File: config.mk
export PLATFORM = sky130hd
export DESIGN_NAME = vx_afu_run_ctrl
export DESIGN_NICKNAME = d
export VERILOG_FILES = /design/src/rtl/vx_afu_pkg.sv /design/src/rtl/vx_afu_pending_ctr.sv /design/src/rtl/vx_afu_run_ctrl.sv
export SDC_FILE = /design/constraint.sdc
export NUM_CORES = 1
export LEC_CHECK = 0
export ABC_CLOCK_PERIOD_IN_PS = 6700
export CAP_MARGIN = 20
export CORE_ASPECT_RATIO = 1.25
export CORE_MARGIN = 10
export CORE_UTILIZATION = 30
export CTS_CLUSTER_DIAMETER = 40
export CTS_CLUSTER_SIZE = 30
export DETAILED_ROUTE_END_ITERATION = 6
export SETUP_SLACK_MARGIN = 0.02
export SYNTH_ARGS = -nofsm -noshare
export SYNTH_HDL_FRONTEND = slang
export SYNTH_SLANG_ARGS = --single-unit
File: constraint.sdc
create_clock -name clk -period 6.7 [get_ports clk]
set_input_delay 0.67 -clock clk [delete_from_list [all_inputs] [get_ports clk]]
set_output_delay 0.67 -clock clk [all_outputs]
set_load 0.005 [all_outputs]
File: src/rtl/vx_afu_pkg.sv
// Shared types for the AFU run controller: lifecycle state encoding and
// the default per-bank pending-write counter width.
package vx_afu_pkg;

  localparam int AFU_PENDING_WIDTH = 12;

  typedef enum logic [2:0] {
    AFU_IDLE      = 3'd0,
    AFU_INIT      = 3'd1,
    AFU_WAIT_BUSY = 3'd2,
    AFU_RUN       = 3'd3,
    AFU_DRAIN     = 3'd4,
    AFU_DONE      = 3'd5
  } afu_run_state_e;

endpackage

File: src/rtl/vx_afu_pending_ctr.sv
// Saturating outstanding-write counter for one memory bank; flags throttle
// at the limit and pulses err on an overflow or underflow attempt.
module vx_afu_pending_ctr
  import vx_afu_pkg::*;
#(
  parameter int WIDTH       = AFU_PENDING_WIDTH,
  parameter int MAX_PENDING = 2048
) (
  input  logic             clk,
  input  logic             resetn,
  input  logic             inc,
  input  logic             dec,
  output logic [WIDTH-1:0] count,
  output logic             throttle,
  output logic             err
);

  localparam logic [WIDTH-1:0] LIMIT = WIDTH'(MAX_PENDING);

  logic inc_only;
  logic dec_only;

  assign inc_only = inc && !dec;
  assign dec_only = dec && !inc;

  // A simultaneous request and response cancel out, even at the limit.
  always_ff @(posedge clk or negedge resetn) begin
    if (!resetn) begin
      count <= '0;
    end else if (inc_only && (count < LIMIT)) begin
      count <= count + WIDTH'(1);
    end else if (dec_only && (count != '0)) begin
      count <= count - WIDTH'(1);
    end
  end

  assign throttle = (count >= LIMIT);
  assign err      = (inc_only && (count >= LIMIT)) || (dec_only && (count == '0));

endmodule

File: src/rtl/vx_afu_run_ctrl.sv
// Kernel-lifecycle sequencer for the XRT AFU wrapper with per-bank write
// tracking. Optional RUN watchdog enabled by defining VX_AFU_WATCHDOG_EN.
module vx_afu_run_ctrl
  import vx_afu_pkg::*;
#(
  parameter int NUM_BANKS      = 1,
  parameter int RESET_DELAY    = 16,
  parameter int PENDING_WIDTH  = AFU_PENDING_WIDTH,
  parameter int MAX_PENDING    = 2048,
  parameter int TIMEOUT_CYCLES = 2 ** 24,
  localparam int TOTAL_W       = PENDING_WIDTH + $clog2(NUM_BANKS + 1)
) (
  input  logic                 clk,
  input  logic                 resetn,
  input  logic                 ap_start,
  input  logic                 ap_reset,
  input  logic                 ap_ctrl_read,
  input  logic                 vx_busy,
  input  logic [NUM_BANKS-1:0] wr_req_fire,
  input  logic [NUM_BANKS-1:0] wr_rsp_fire,
  output logic                 vx_reset,
  output logic                 ap_idle,
  output logic                 ap_done,
  output logic                 ap_ready,
  output logic [NUM_BANKS-1:0] wr_throttle,
  output logic [TOTAL_W-1:0]   pending_total,
  output logic [2:0]           state,
  output logic                 err_underflow,
  output logic                 timeout
);

  localparam int RST_W = (RESET_DELAY > 1) ? $clog2(RESET_DELAY) : 1;
  localparam logic [RST_W-1:0] RST_LOAD = RST_W'(RESET_DELAY - 1);

  afu_run_state_e           cur_state, nxt_state;
  logic [RST_W-1:0]         rst_cnt, nxt_rst_cnt;
  logic                     vx_reset_q, nxt_vx_reset;
  logic                     err_q, timeout_q, wd_expire;
  logic [NUM_BANKS-1:0]     bank_err;
  logic [PENDING_WIDTH-1:0] bank_cnt [NUM_BANKS];
  logic [TOTAL_W-1:0]       sum_cnt;

  for (genvar g = 0; g < NUM_BANKS; g++) begin : g_bank
    vx_afu_pending_ctr #(
      .WIDTH       (PENDING_WIDTH),
      .MAX_PENDING (MAX_PENDING)
    ) u_ctr (
      .clk      (clk),
      .resetn   (resetn),
      .inc      (wr_req_fire[g]),
      .dec      (wr_rsp_fire[g]),
      .count    (bank_cnt[g]),
      .throttle (wr_throttle[g]),
      .err      (bank_err[g])
    );
  end

  always_comb begin
    sum_cnt = '0;
    for (int i = 0; i < NUM_BANKS; i++) begin
      sum_cnt = sum_cnt + TOTAL_W'(bank_cnt[i]);
    end
  end

`ifdef VX_AFU_WATCHDOG_EN
  logic [31:0] wd_cnt;

  // Held at zero outside RUN, so it restarts on every RUN entry.
  always_ff @(posedge clk or negedge resetn) begin
    if (!resetn) begin
      wd_cnt <= '0;
    end else if (cur_state != AFU_RUN) begin
      wd_cnt <= '0;
    end else begin
      wd_cnt <= wd_cnt + 32'd1;
    end
  end

  assign wd_expire = (cur_state == AFU_RUN) && (wd_cnt == 32'(TIMEOUT_CYCLES - 1));
`else
  wire unused_timeout_cfg = (TIMEOUT_CYCLES == 0);
  assign wd_expire = 1'b0;
`endif

  always_ff @(posedge clk or negedge resetn) begin
    if (!resetn) begin
      cur_state  <= AFU_IDLE;
      rst_cnt    <= '0;
      vx_reset_q <= 1'b1;
    end else begin
      cur_state  <= nxt_state;
      rst_cnt    <= nxt_rst_cnt;
      vx_reset_q <= nxt_vx_reset;
    end
  end

  // DRAIN looks at the live counters because pending_total is one cycle stale.
  always_comb begin
    nxt_state    = cur_state;
    nxt_rst_cnt  = rst_cnt;
    nxt_vx_reset = vx_reset_q;
    unique case (cur_state)
      AFU_IDLE: begin
        if (ap_start) begin
          nxt_state    = AFU_INIT;
          nxt_rst_cnt  = RST_LOAD;
          nxt_vx_reset = 1'b1;
        end
      end
      AFU_INIT: begin
        if (rst_cnt == '0) begin
          nxt_state    = AFU_WAIT_BUSY;
          nxt_vx_reset = 1'b0;
        end else begin
          nxt_rst_cnt = rst_cnt - RST_W'(1);
        end
      end
      AFU_WAIT_BUSY: begin
        if (vx_busy) nxt_state = AFU_RUN;
      end
      AFU_RUN: begin
        if (wd_expire) begin
          nxt_state    = AFU_DRAIN;
          nxt_vx_reset = 1'b1;
        end else if (!vx_busy) begin
          nxt_state = AFU_DRAIN;
        end
      end
      AFU_DRAIN: begin
        if (sum_cnt == '0) nxt_state = AFU_DONE;
      end
      AFU_DONE: begin
        if (ap_ctrl_read) nxt_state = AFU_IDLE;
      end
      default: nxt_state = AFU_IDLE;
    endcase
    if (ap_reset) begin
      nxt_state    = AFU_IDLE;
      nxt_vx_reset = 1'b1;
    end
  end

  // Counters and sticky flags deliberately survive ap_reset.
  always_ff @(posedge clk or negedge resetn) begin
    if (!resetn) begin
      pending_total <= '0;
      err_q         <= 1'b0;
      timeout_q     <= 1'b0;
    end else begin
      pending_total <= sum_cnt;
      err_q         <= err_q | (|bank_err);
      timeout_q     <= timeout_q | (wd_expire && !ap_reset);
    end
  end

  assign vx_reset      = vx_reset_q;
  assign state         = cur_state;
  assign ap_idle       = (cur_state == AFU_IDLE);
  assign ap_done       = (cur_state == AFU_DONE);
  assign ap_ready      = ap_done;
  assign err_underflow = err_q;
  assign timeout       = timeout_q;

endmodule

* Yosys cells after proc, flatten, opt, wreduce, memory -nomap -nowiden *
Index checks and enable logic that the tools add are counted.

cells by class
  $add $sub $neg = 3
  $lt $le $gt $ge = 2
  equality and inequality tests = 13
  muxes and demuxes = 17
  bitwise gates (word level) = 1
  reductions and logical operators = 20

operators by type and width
  cell                                                 number
  2-to-1 mux 12 bit                                    2
  2-to-1 mux 3 bit                                     7
  != test 3 bit, second input constant                 6
  one-hot mux 3 bit (6 select lines)                   1
  zero test 13 bit                                     1
  adder 12 x 1 -> 12 bit, second input constant        1
  >= comparator 12 bit, second input constant          1
  zero test 12 bit                                     1
  less-than comparator 12 bit, second input constant   1
  nonzero test 12 bit                                  1
  subtractor 12 x 1 -> 12 bit, second input constant   1
  2-to-1 mux 4 bit                                     2
  one-hot mux 4 bit (2 select lines)                   1
  equality test 3 x 2 -> 1 bit, second input constant  2
  equality test 3 bit, second input constant           2
  logical AND 1 bit                                    6
  AND reduction 3 bit                                  2
  AND reduction 6 bit                                  1
  zero test 4 bit                                      1
  != test 2 bit, second input constant                 2
  nonzero test 2 bit                                   2
  subtractor 4 x 1 -> 4 bit, second input constant     1
  equality test 3 x 1 -> 1 bit, second input constant  1
  zero test 3 bit                                      1
  other kinds (6)                                      9

word-level totals
  flip-flop bits (word level) = 33
  bits of input ports = 8
  output and inout port bits = 23
  word-level logic and storage cells = 62

* Longest topological paths before layout *
Gate-level depths: netlist of the first run.

  word-level depth = 5
  gate-level depth with buffers = 8

* Modules after synthesis *
From an unflattened synthesis of the first run, not the netlist that was laid out.

unflattened totals
  cells, all modules = 190
  area, all modules = 1891.8 um^2

modules (own cells, without submodules)
  module              times used  cells an instance  area an instance (um^2)  sequential area each (um^2)
  vx_afu_pending_ctr  1           106                974.7                    300.3
  vx_afu_run_ctrl     1           84                 917.1                    526.8

* Worst setup path after synthesis of the first run *
OpenSTA, ideal clock, no wires.

  kind = in2reg
  start = in wr_req_fire
  end = reg g_bank[0].u_ctr.count[9]
  setup time = 120 ps
  arrival = 2645 ps
  data required time = 6580 ps
  path slack = 3935 ps
  cell stages on the path = 8
  path buffers = 0
  cells stage by stage = nor2b_1 nand2b_1 ha_1 a21o_1 a31oi_2 a211oi_1 or3_1 a31o_1

between the ends
  longest elaborated chain between the ends = 4
  elaborated cells between the ends (all ways) = 7
  those cells by class = mux (1); reduce/logical (6)

RTL lines
  element                              RTL line                  text
  from (decl)                          vx_afu_run_ctrl.sv:19     input logic [NUM_BANKS-1:0] wr_req_fire,
  zero test 1 bit                      vx_afu_pending_ctr.sv:24  assign dec_only = dec && !inc;
  logical AND 1 bit                    vx_afu_pending_ctr.sv:24
  logical AND 1 bit                    vx_afu_pending_ctr.sv:32  end else if (dec_only && (count != '0)) begin
  nonzero test 2 bit (no source line)  --
  to (signal assigned)                 vx_afu_pending_ctr.sv:31  count <= count + WIDTH'(1);
  to (signal assigned)                 vx_afu_pending_ctr.sv:33  count <= count - WIDTH'(1);
  to (decl)                            vx_afu_pending_ctr.sv:13  output logic [WIDTH-1:0] count,

Parallel ways exist; a longest one is shown, timed or not.
A chain may end at the register's enable or synchronous reset.

* Final worst setup path of the first run *
  start = in wr_req_fire
  end = reg g_bank[0].u_ctr.count[8]

The elaborated chain is that of the path after synthesis.

==> results of run 1 <==
## cells in the final DEF (no fill, tap or decap), types with 3 or more instances in the layout
cell and instances:
nand3_1 4, a21oi_1 20, inv_1 3, a21o_1 3, dfrtp_1 32, nor2_1 12, o21a_1 3, xnor2_1 4
xor2_1 4, clkdlybuf4s50_1 28, and2_1 3, nor3_1 5, nand2_1 18, o21ai_1 5, ha_1 11, clkbuf_8 6
nand2b_1 6, and3_1 3, nor4_1 3, o21ai_0 9
## per-stage QoR
stage / worst slack [ns] / utilization (%) / hold WS (ns)
floorplan: 3.94 / - / 0.374
global placement: 3.21 / 37.2 / 0.418
detailed placement: 3.17 / 37.2 / 0.428
CTS: 3.42 / 39.2 / 0.442
global route: 3.12 / 39.2 / 0.457
finish: 3.45 / 39.2 / 0.447
## how the worst max path moves through the flow
| stage | from | to | slack, ns |
|---|---|---|---|
| floorplan | wr_req_fire | g_bank[0].u_ctr.count[9] | 3.94 |
| global placement | wr_req_fire | g_bank[0].u_ctr.count[9] | 3.21 |
| detailed placement | wr_req_fire | g_bank[0].u_ctr.count[9] | 3.17 |
| CTS | wr_req_fire | g_bank[0].u_ctr.count[8] | 3.42 |
| global route | wr_req_fire | g_bank[0].u_ctr.count[8] | 3.12 |
| finish | wr_req_fire | g_bank[0].u_ctr.count[8] | 3.45 |
## cell usage after synthesis, types with 4 or more instances
cell type  number  share of area [%]
a21oi_1        20                5.5
dfrtp_1        32                 44
ha_1           11                7.5
nand2_1        18                3.7
nand2b_1        6                2.0
nand3_1         4                1.1
nor2_1         12                2.5
nor3_1          5                1.4
o21ai_0         9                2.5
o21ai_1         5                1.4
xnor2_1         4                1.9
xor2_1          4                1.9
## critical path, delay by kind of cell
family / cells / cell delay, ns
buffers and inverters: 1 / 0.46
AO/OA/AOI/OAI: 4 / 0.91
adder cells (fa/ha/maj): 1 / 0.51
XOR/XNOR: 1 / 0.15
AND/OR/NAND/NOR: 2 / 0.71
## power by group through the flow
stage | combinational [mW] | sequential, mW | clock, mW
after floorplan | 0.293 | 0.322 | 0
after global placement | 0.434 | 0.332 | 0
after detailed placement | 0.435 | 0.333 | 0
after CTS | 0.441 | 0.329 | 0.197
after global routing | 0.494 | 0.340 | 0.207
final | 0.435 | 0.329 | 0.192
## flip-flops by register name, summed over array words and instances, names as in the netlist
| signal | count |
|---|---|
| pending_total | 12 |
| g_bank.u_ctr.count | 12 |
| vx_reset | 1 |
| err_underflow | 1 |
| rst_cnt | 4 |
| state | 3 |
## kinds of logic (layout without fill, tap and decap cells)
logic type / Yosys count / count (layout) / synth area share, %
AO/OA/AOI/OAI: 57 / 57 / 20.4
AND/OR/NAND/NOR: 65 / 65 / 18.1
adder cells (fa/ha/maj): 12 / 12 / 8.61
buffers and inverters: 10 / 40 / 3.07
XOR/XNOR: 8 / 8 / 3.82
other: 1 / 2 / 0.205
multiplexers: 1 / 1 / 0.615
flip-flops: 33 / 33 / 45.2
## area by class of cell
class | count | area (sq um) | area share [%]
Inverter | 3 | 11.3 | 0.490
Tap cell | 82 | 103 | 4.47
Sequential cell | 33 | 827 | 36.0
Clock buffer | 7 | 86.3 | 3.76
Clock inverter | 1 | 30.0 | 1.31
Multi-Input combinational cell | 145 | 952 | 41.4
Timing Repair Buffer | 29 | 288 | 12.5
## per-layer routing
layer / global-route usage (%) / vias up / wire [microns]
li1: - / 741 / -
met1: 9.06 / 684 / 1650
met2: 15.4 / 35 / 2060
met3: 2.02 / 10 / 181
met4: 5.58 / 0 / 142
met5: 0 / - / 0
==> reports/qor.csv, run 1 <==
metric;value;unit
drive_gt1_share;7.80;%
clk_pin_slew;0.07;ns
start_util;31.3;%
syn_inst;187;
clock_sinks;33;
dp_hpwl;3110;microns
wl;4030;microns
syn2layout_area_growth;25.4;%
place_inst;292;
diodes;0;
r2r-end;g_bank[0].u_ctr.count[8];
cts_resized;0;
h-tree-depth;2;
end_kind;register;
grt_pass1_wl;6980;microns
worstHoldEndpoint;pending_total[8];
vdd_drop_max;0.113;mV
gp_congestion;0.851;
ys.flop_type;dfrtp_1;
final_area;2300;sq um
synth_edf_count;0;
power_frac_comb;45.5;%
postCtsHoldBufs;0;
syn_area;1830;sq um
cp_common_cell;a21oi_1;
ys.warnings.count;0;
reg2reg_slack;4.07;ns
fp-row-count;31;
period_share;48.5;%
setup_tns;0;ns
ys_seq_area_share;45.2;%
io_buffers;28;
cts_tree;done;
synthArstFlopShare;100;%
place_area;2180;sq um
core-area;5860;sq um
dieWidth;89.9;microns
drt_iter0_drc;142;
required;6.86;ns
vias;1470;
run_status;finished, final reports clean;
fin_skew;0.00768;ns
p_total;0.956;mW
crit_chain;clkdlybuf4s50_1 > nor2b_1 > nand2b_1 > ha_1 > a21o_1 > a221oi_1 > a21oi_1 > xnor2_1 > a21oi_1;
cp-start-kind;primary input;
grt_usage;8.68;%
criticalPathCategory;primary input to register;
die_y;107;microns
fill_cells;591;
p_per_area;416;nW/um^2
ys_ff_latch;33;
setup_viol;0;
antenna_left;0;
grt_pass1_vias;1479;
finalMaxSlewViolations;0;
maxCapViolations;0;
worst_pin_slew;0.545;ns
syn_area_per_cell;9.80;sq um
drt-wirelength-per-cell;13.4;microns
critPathArrivalTime;3.41;ns
crit_fanout;13;
worstHoldStart;g_bank[0].u_ctr.count[8];
synth_cell_types;49;
slew_headroom;63.3;%
root_buffer;clkbuf_8;
antenna_found_initial;0;
die_area;9650;sq um
holdPathStages;0;
grt_max_degree;34;
post-route-min-period;3.25;ns
p_leak;0.934;nW
route.detailed.drc;0;
first_pass_iters;4;
critPathMaxStageDelay;0.51;ns
fmax;0.308;GHz
hold_viol;0;
rr_startpoint;g_bank[0].u_ctr.count[11];
hold_path_class;register to register;
swShare;35.8;%
io_pins;31;
pwr-share-clk;20.1;%
worstSkewPairLatency;0.28;ns
via_per_inst;4.90;
cts_buffers;5;
grt_overflow;0;
clockBufferDepth;2;
final_cells;300;
cp_slowest_cell;ha_1;
power.switching;0.342;mW
cts_setup_buffers;0;
p_int;0.614;mW
seqPwrFrac;34.4;%
grt_setup_unrepaired;no;
fin_nets;237;
reg2regPathDepth;7;
(Power assumes the default switching activity.)
==> run 2: changes to the inputs <==
- ABC_CLOCK_PERIOD_IN_PS: 6700 -> 3120
- clock period: 6.7 -> 3.12 ns (I/O delays scaled with it)
==> reports/qor.csv, run 2 (synthesis gave the netlist of run 1 again) <==
metric;value;unit;change
p_per_area;854;nW/um^2;+110%
power.switching;0.734;mW;+110%
grt_pass1_wl;6930;microns;-0.69%
post-route-min-period;2.50;ns;
fmax;0.400;GHz;
cp-start-kind;primary input;;
h-tree-depth;2;;unchanged
end_kind;register;;
fin_skew;0.00131;ns;-0.00638 ns
layout_commonest_cell;dfrtp_1;;
antenna_left;0;;unchanged
r2r-end;g_bank[0].u_ctr.count[9];;
cts_buffers;5;;unchanged
power_frac_comb;47.9;%;+2.4 points
start_util;31.3;%;unchanged
p_total;1.95;mW;+100%
gp_congestion;0.849;;-0.23%
vias;1461;;-0.61%
io_pins;31;;unchanged
cp.depth;9;;unchanged
wl;3960;microns;-1.7%
fp-row-count;31;;unchanged
final_cells;302;;+0.67%
root_buffer;clkbuf_8;;
vdd_drop_max;0.184;mV;+62%
critPathArrivalTime;2.67;ns;-0.74 ns
reg2regPathDepth;7;;unchanged
slew_headroom;65.5;%;+2.2 points
grt_pass1_vias;1437;;-2.8%
final_area;2280;sq um;-0.65%
place_area;2200;sq um;+0.69%
critPathMaxStageDelay;0.46;ns;-0.05 ns
route.detailed.drc;0;;unchanged
diodes;0;;unchanged
clock_sinks;33;;unchanged
drt-wirelength-per-cell;13.1;microns;-2.3%
hold_viol;0;;unchanged
antenna_found_initial;0;;unchanged
crit_start;wr_req_fire;;
via_per_inst;4.84;;-1.3%
hold_path_class;primary input to async pin;;
swShare;37.7;%;+1.9 points
fin_nets;239;;+0.84%
dp_hpwl;3180;microns;+2.5%
p_leak;0.929;nW;-0.56%
syn2layout_area_growth;24.6;%;
run_status;finished, final reports clean;;
drive_gt1_share;9.09;%;+1.3 points
path_buf_inv;1;;unchanged
clockBufferDepth;2;;unchanged
setup_viol;0;;unchanged
crit_fanout;7;;-6
die_y;107;microns;unchanged
place_inst;294;;+0.68%
clk_pin_slew;0.07;ns;about the same
core-area;5860;sq um;unchanged
io_buffers;28;;unchanged
criticalPathCategory;primary input to register;;
postCtsHoldBufs;0;;unchanged
reg2reg_slack;0.68;ns;-3.39 ns
p_int;1.21;mW;+98%
crit_chain;clkdlybuf4s50_1 > nor2b_1 > nand2b_1 > ha_1 > a21o_1 > a31oi_2 > a211oi_1 > or3_1 > a31o_1;;
dieWidth;89.9;microns;unchanged
first_pass_iters;4;;unchanged
setup_tns;0;ns;unchanged
period_share;80.1;%;
cts_resized;0;;unchanged
rr_startpoint;g_bank[0].u_ctr.count[11];;
worst_path_dominant_cell_family;compound AO/OA/AOI/OAI gates;;
grt_usage;8.60;%;-0.082 points
grt_setup_unrepaired;no;;
drt_iter0_drc;54;;-62%
final_cell_mix;32 x dfrtp_1, 28 x clkdlybuf4s50_1, 20 x a21oi_1;;
pwr-share-clk;15.9;%;-4.2 points
grt_overflow;0;;unchanged
grt_max_degree;34;;unchanged
worst_pin_slew;0.515;ns;-0.0296 ns
biggestRegsByFlops;g_bank.u_ctr.count: 12 flops, pending_total: 12 flops, rst_cnt: 4 flops;;
cp_slowest_cell;clkdlybuf4s50_1;;
required;3.29;ns;-3.57 ns
worstSkewPairLatency;0.28;ns;about the same
cts_tree;done;;
die_area;9650;sq um;unchanged
cts_setup_buffers;0;;unchanged
finalMaxSlewViolations;0;;unchanged
seqPwrFrac;36.2;%;+1.8 points
endpoint;g_bank[0].u_ctr.count[9];;
maxCapViolations;0;;unchanged
run 2: cell types whose count changed in the layout (fill, tap and decap cells not counted):
| cell | delta |
|---|---|
| buf_4 | +2 |
| bufinv_16 | -1 |
| clkbuf_1 | -1 |
| clkbuf_8 | -1 |
| clkinv_2 | +2 |
| clkinvlp_4 | +1 |
run 2: how the worst min path moves through the flow:
stage | start | to | depth (start not counted)
after CTS | resetn | rst_cnt[0] | 2
after global routing | g_bank[0].u_ctr.count[10] | pending_total[10] | 0
after detailed placement | g_bank[0].u_ctr.count[10] | pending_total[10] | 0
final | resetn | g_bank[0].u_ctr.count[4] | 2
after global placement | g_bank[0].u_ctr.count[5] | pending_total[5] | 0
after floorplan | resetn | err_underflow | 0
run 2: layout make-up:
type	instances	area, sq um
inverters	3	11.3
fillers	580	3570
clock buffers	5	68.8
flip-flops and latches	33	827
multi-input cells	145	952
repair buffers	31	303
clock inverters	3	17.5
well taps	82	103
run 2: per-layer routing:
layer,global-route usage (%),wire length (microns),up-vias,share of wire [%]
met4,4.90,89,0,2.2
met5,0,0,-,0
met2,15.6,2090,33,53
met3,1.95,175,6,4.4
li1,-,-,741,-
met1,8.99,1610,681,41
run 2: power by group through the flow:
stage / clock (mW) / sequential (mW) / combinational (mW)
finish: 0.309 / 0.705 / 0.933
global route: 0.338 / 0.734 / 1.05
CTS: 0.318 / 0.708 / 0.948
detailed placement: 0 / 0.717 / 0.945
global placement: 0 / 0.714 / 0.941
floorplan: 0 / 0.691 / 0.629
run 2: worst reg2reg max path, delay by kind of cell (launching register included):
| kind | cells | cell delay (ns) |
|---|---|---|
| AND/OR/NAND/NOR | 2 | 0.66 |
| adder cells (fa/ha/maj) | 1 | 0.43 |
| AO/OA/AOI/OAI | 4 | 0.77 |
| flip-flops | 1 | 0.48 |
run 2: stage by stage:
| step | hold slack (ns) | setup WS [ns] | util (%) |
|---|---|---|---|
| final | 0.417 | 0.621 | 39.0 |
| after detailed placement | 0.428 | 0.324 | 37.5 |
| after floorplan | 0.0164 | 0.713 | - |
| after global placement | 0.423 | 0.314 | 37.5 |
| after global routing | 0.453 | 0.487 | 39.0 |
| after CTS | 0.436 | 0.617 | 39.0 |
==> run 3: changes to the inputs <==
- ABC_CLOCK_PERIOD_IN_PS: 3120 -> 2050
- clock period: 3.12 -> 2.05 ns (I/O delays scaled with it)
==> reports/qor.csv, run 3 (synthesis gave the netlist of run 1 again) <==
metric;value;unit;change
reg2reg_slack;0.006;ns;-0.67 ns
dp_hpwl;3350;microns;+5.2%
slew_headroom;66.1;%;+0.60 points
rr_startpoint;g_bank[0].u_ctr.count[11];;
grt_pass1_wl;7570;microns;+9.3%
hold_viol;0;;unchanged
run_status;finished, final reports clean;;
setup_ws;0.00554;ns;-0.615 ns
p_per_area;1410;nW/um^2;+65%
first_pass_iters;4;;unchanged
critPathArrivalTime;2.21;ns;-0.46 ns
antenna_left;0;;unchanged
syn2layout_area_growth;43.6;%;
clock_sinks;33;;unchanged
crit_fanout;5;;-2
fin_skew;0.00601;ns;+0.00470 ns
die_y;107;microns;unchanged
grt_usage;9.33;%;+0.74 points
vias;1607;;+10%
fin_nets;269;;+13%
clockBufferDepth;2;;unchanged
layout_commonest_cell;dfrtp_1;;
maxCapViolations;0;;unchanged
clk_pin_slew;0.07;ns;about the same
final_cell_mix;32 x dfrtp_1, 31 x buf_4, 26 x clkdlybuf4s50_1;;
die_area;9650;sq um;unchanged
cts_buffers;5;;unchanged
fp-row-count;31;;unchanged
grt_pass1_vias;1585;;+10%
pre_cts_ws;-0.471;ns;-0.795 ns
p_leak;1.11;nW;+19%
biggestRegsByFlops;g_bank.u_ctr.count: 12 flops, pending_total: 12 flops, rst_cnt: 4 flops;;
diodes;0;;unchanged
reg2regPathDepth;7;;unchanged
start_util;31.3;%;unchanged
gp_congestion;0.888;;+4.6%
root_buffer;clkbuf_8;;
grt_max_degree;34;;unchanged
fin_util;44.9;%;+5.9 points
cp-start-kind;register;;
drt-wirelength-per-cell;13.8;microns;+4.9%
dieWidth;89.9;microns;unchanged
vdd_drop_max;0.387;mV;+110%
hold_path_class;primary input to async pin;;
end_kind;register;;
worstSkewPairLatency;0.28;ns;about the same
core-area;5860;sq um;unchanged
via_per_inst;4.84;;about the same
wl;4570;microns;+15%
required;2.22;ns;-1.07 ns
io_buffers;28;;unchanged
grt_overflow;0;;unchanged
criticalPathCategory;register to register;;
setup_viol;0;;unchanged
post-route-min-period;2.04;ns;
io_pins;31;;unchanged
finalMaxSlewViolations;0;;unchanged
h-tree-depth;2;;unchanged
fmax;0.489;GHz;
period_share;99.7;%;
drive_gt1_share;25.6;%;+17 points
drt_iter0_drc;68;;+26%
antenna_found_initial;0;;unchanged
cts_tree;done;;
grt_setup_unrepaired;yes;;
fill_cells;559;;-3.6%
r2r-end;g_bank[0].u_ctr.count[10];;
route.detailed.drc;0;;unchanged
worst_pin_slew;0.507;ns;-0.00893 ns
==> run 3: cell count changes in the layout (fill, tap and decap cells not counted), sizes merged <==
cell	delta
clkinvlp	-1
clkbuf	+1
nand2b	+1
clkdlybuf4s50	-2
dlygate4sd2	+2
buf	+29
==> run 3: final cells by class <==
class / count / area (sq um) / area share, %
Clock buffer: 6 / 72.6 / 2.76
Multi-Input combinational cell: 146 / 1080 / 41.2
Sequential cell: 33 / 827 / 31.4
Clock inverter: 2 / 10.0 / 0.381
Tap cell: 82 / 103 / 3.90
Inverter: 3 / 11.3 / 0.428
Timing Repair Buffer: 60 / 522 / 19.8
==> run 3: routing by layer <==
layer  global-route usage, %  share of wire [%]
met1                    9.83                 42
met2                    17.5                 52
met3                    1.74                3.8
met4                    4.56                1.8
met5                       0                  0
==> run 3: stage by stage <==
stage	instance area, sq um	hold slack (ns)	setup TNS (ns)	total power [mW]	instances
finish	2630	0.322	0	3.70	332
global route	2630	0.377	-0.202	3.99	332
CTS	2560	0.341	0	3.54	332
detailed placement	2400	0.438	-2.93	2.91	318
global placement	2400	0.421	-2.68	2.88	318
floorplan	1860	-0.0906	-0.0140	2.05	188
==> run 3: worst max path at each step <==
| stage | from | to | slack [ns] |
|---|---|---|---|
| after global placement | wr_req_fire | g_bank[0].u_ctr.count[8] | -0.45 |
| after global routing | g_bank[0].u_ctr.count[11] | g_bank[0].u_ctr.count[10] | -0.09 |
| after floorplan | g_bank[0].u_ctr.count[11] | g_bank[0].u_ctr.count[8] | -0.01 |
| final | g_bank[0].u_ctr.count[11] | g_bank[0].u_ctr.count[10] | 0.006 |
| after detailed placement | wr_req_fire | g_bank[0].u_ctr.count[8] | -0.47 |
| after CTS | g_bank[0].u_ctr.count[11] | g_bank[0].u_ctr.count[9] | 0.009 |
==> run 3: repair_timing <==
item | 4_1_cts | 5_1_grt
buffers inserted | 5 | 0
hold buffers | 0 | 0
cloned | 1 | 0
resized for setup | 10 | 10
endpoints found under the hold margin | 0 | 0
endpoints found under the setup margin | 5 | 6
pin swaps | 7 | 7
==> run 3: power by group <==
part	total (mW)	internal, mW	switching, mW
Clock	0.473	0.235	0.238
Combinational	2.14	1.21	0.924
Sequential	1.09	0.884	0.207
==> run 3: worst max-delay path, stage by stage (launching register included) <==
cell and delay [ns]:
dfrtp_1 0.41, nand2b_4 0.20, fa_2 0.36, a21o_1 0.21
a31o_1 0.26, a211oi_2 0.23, xor2_1 0.18, o21ai_1 0.07
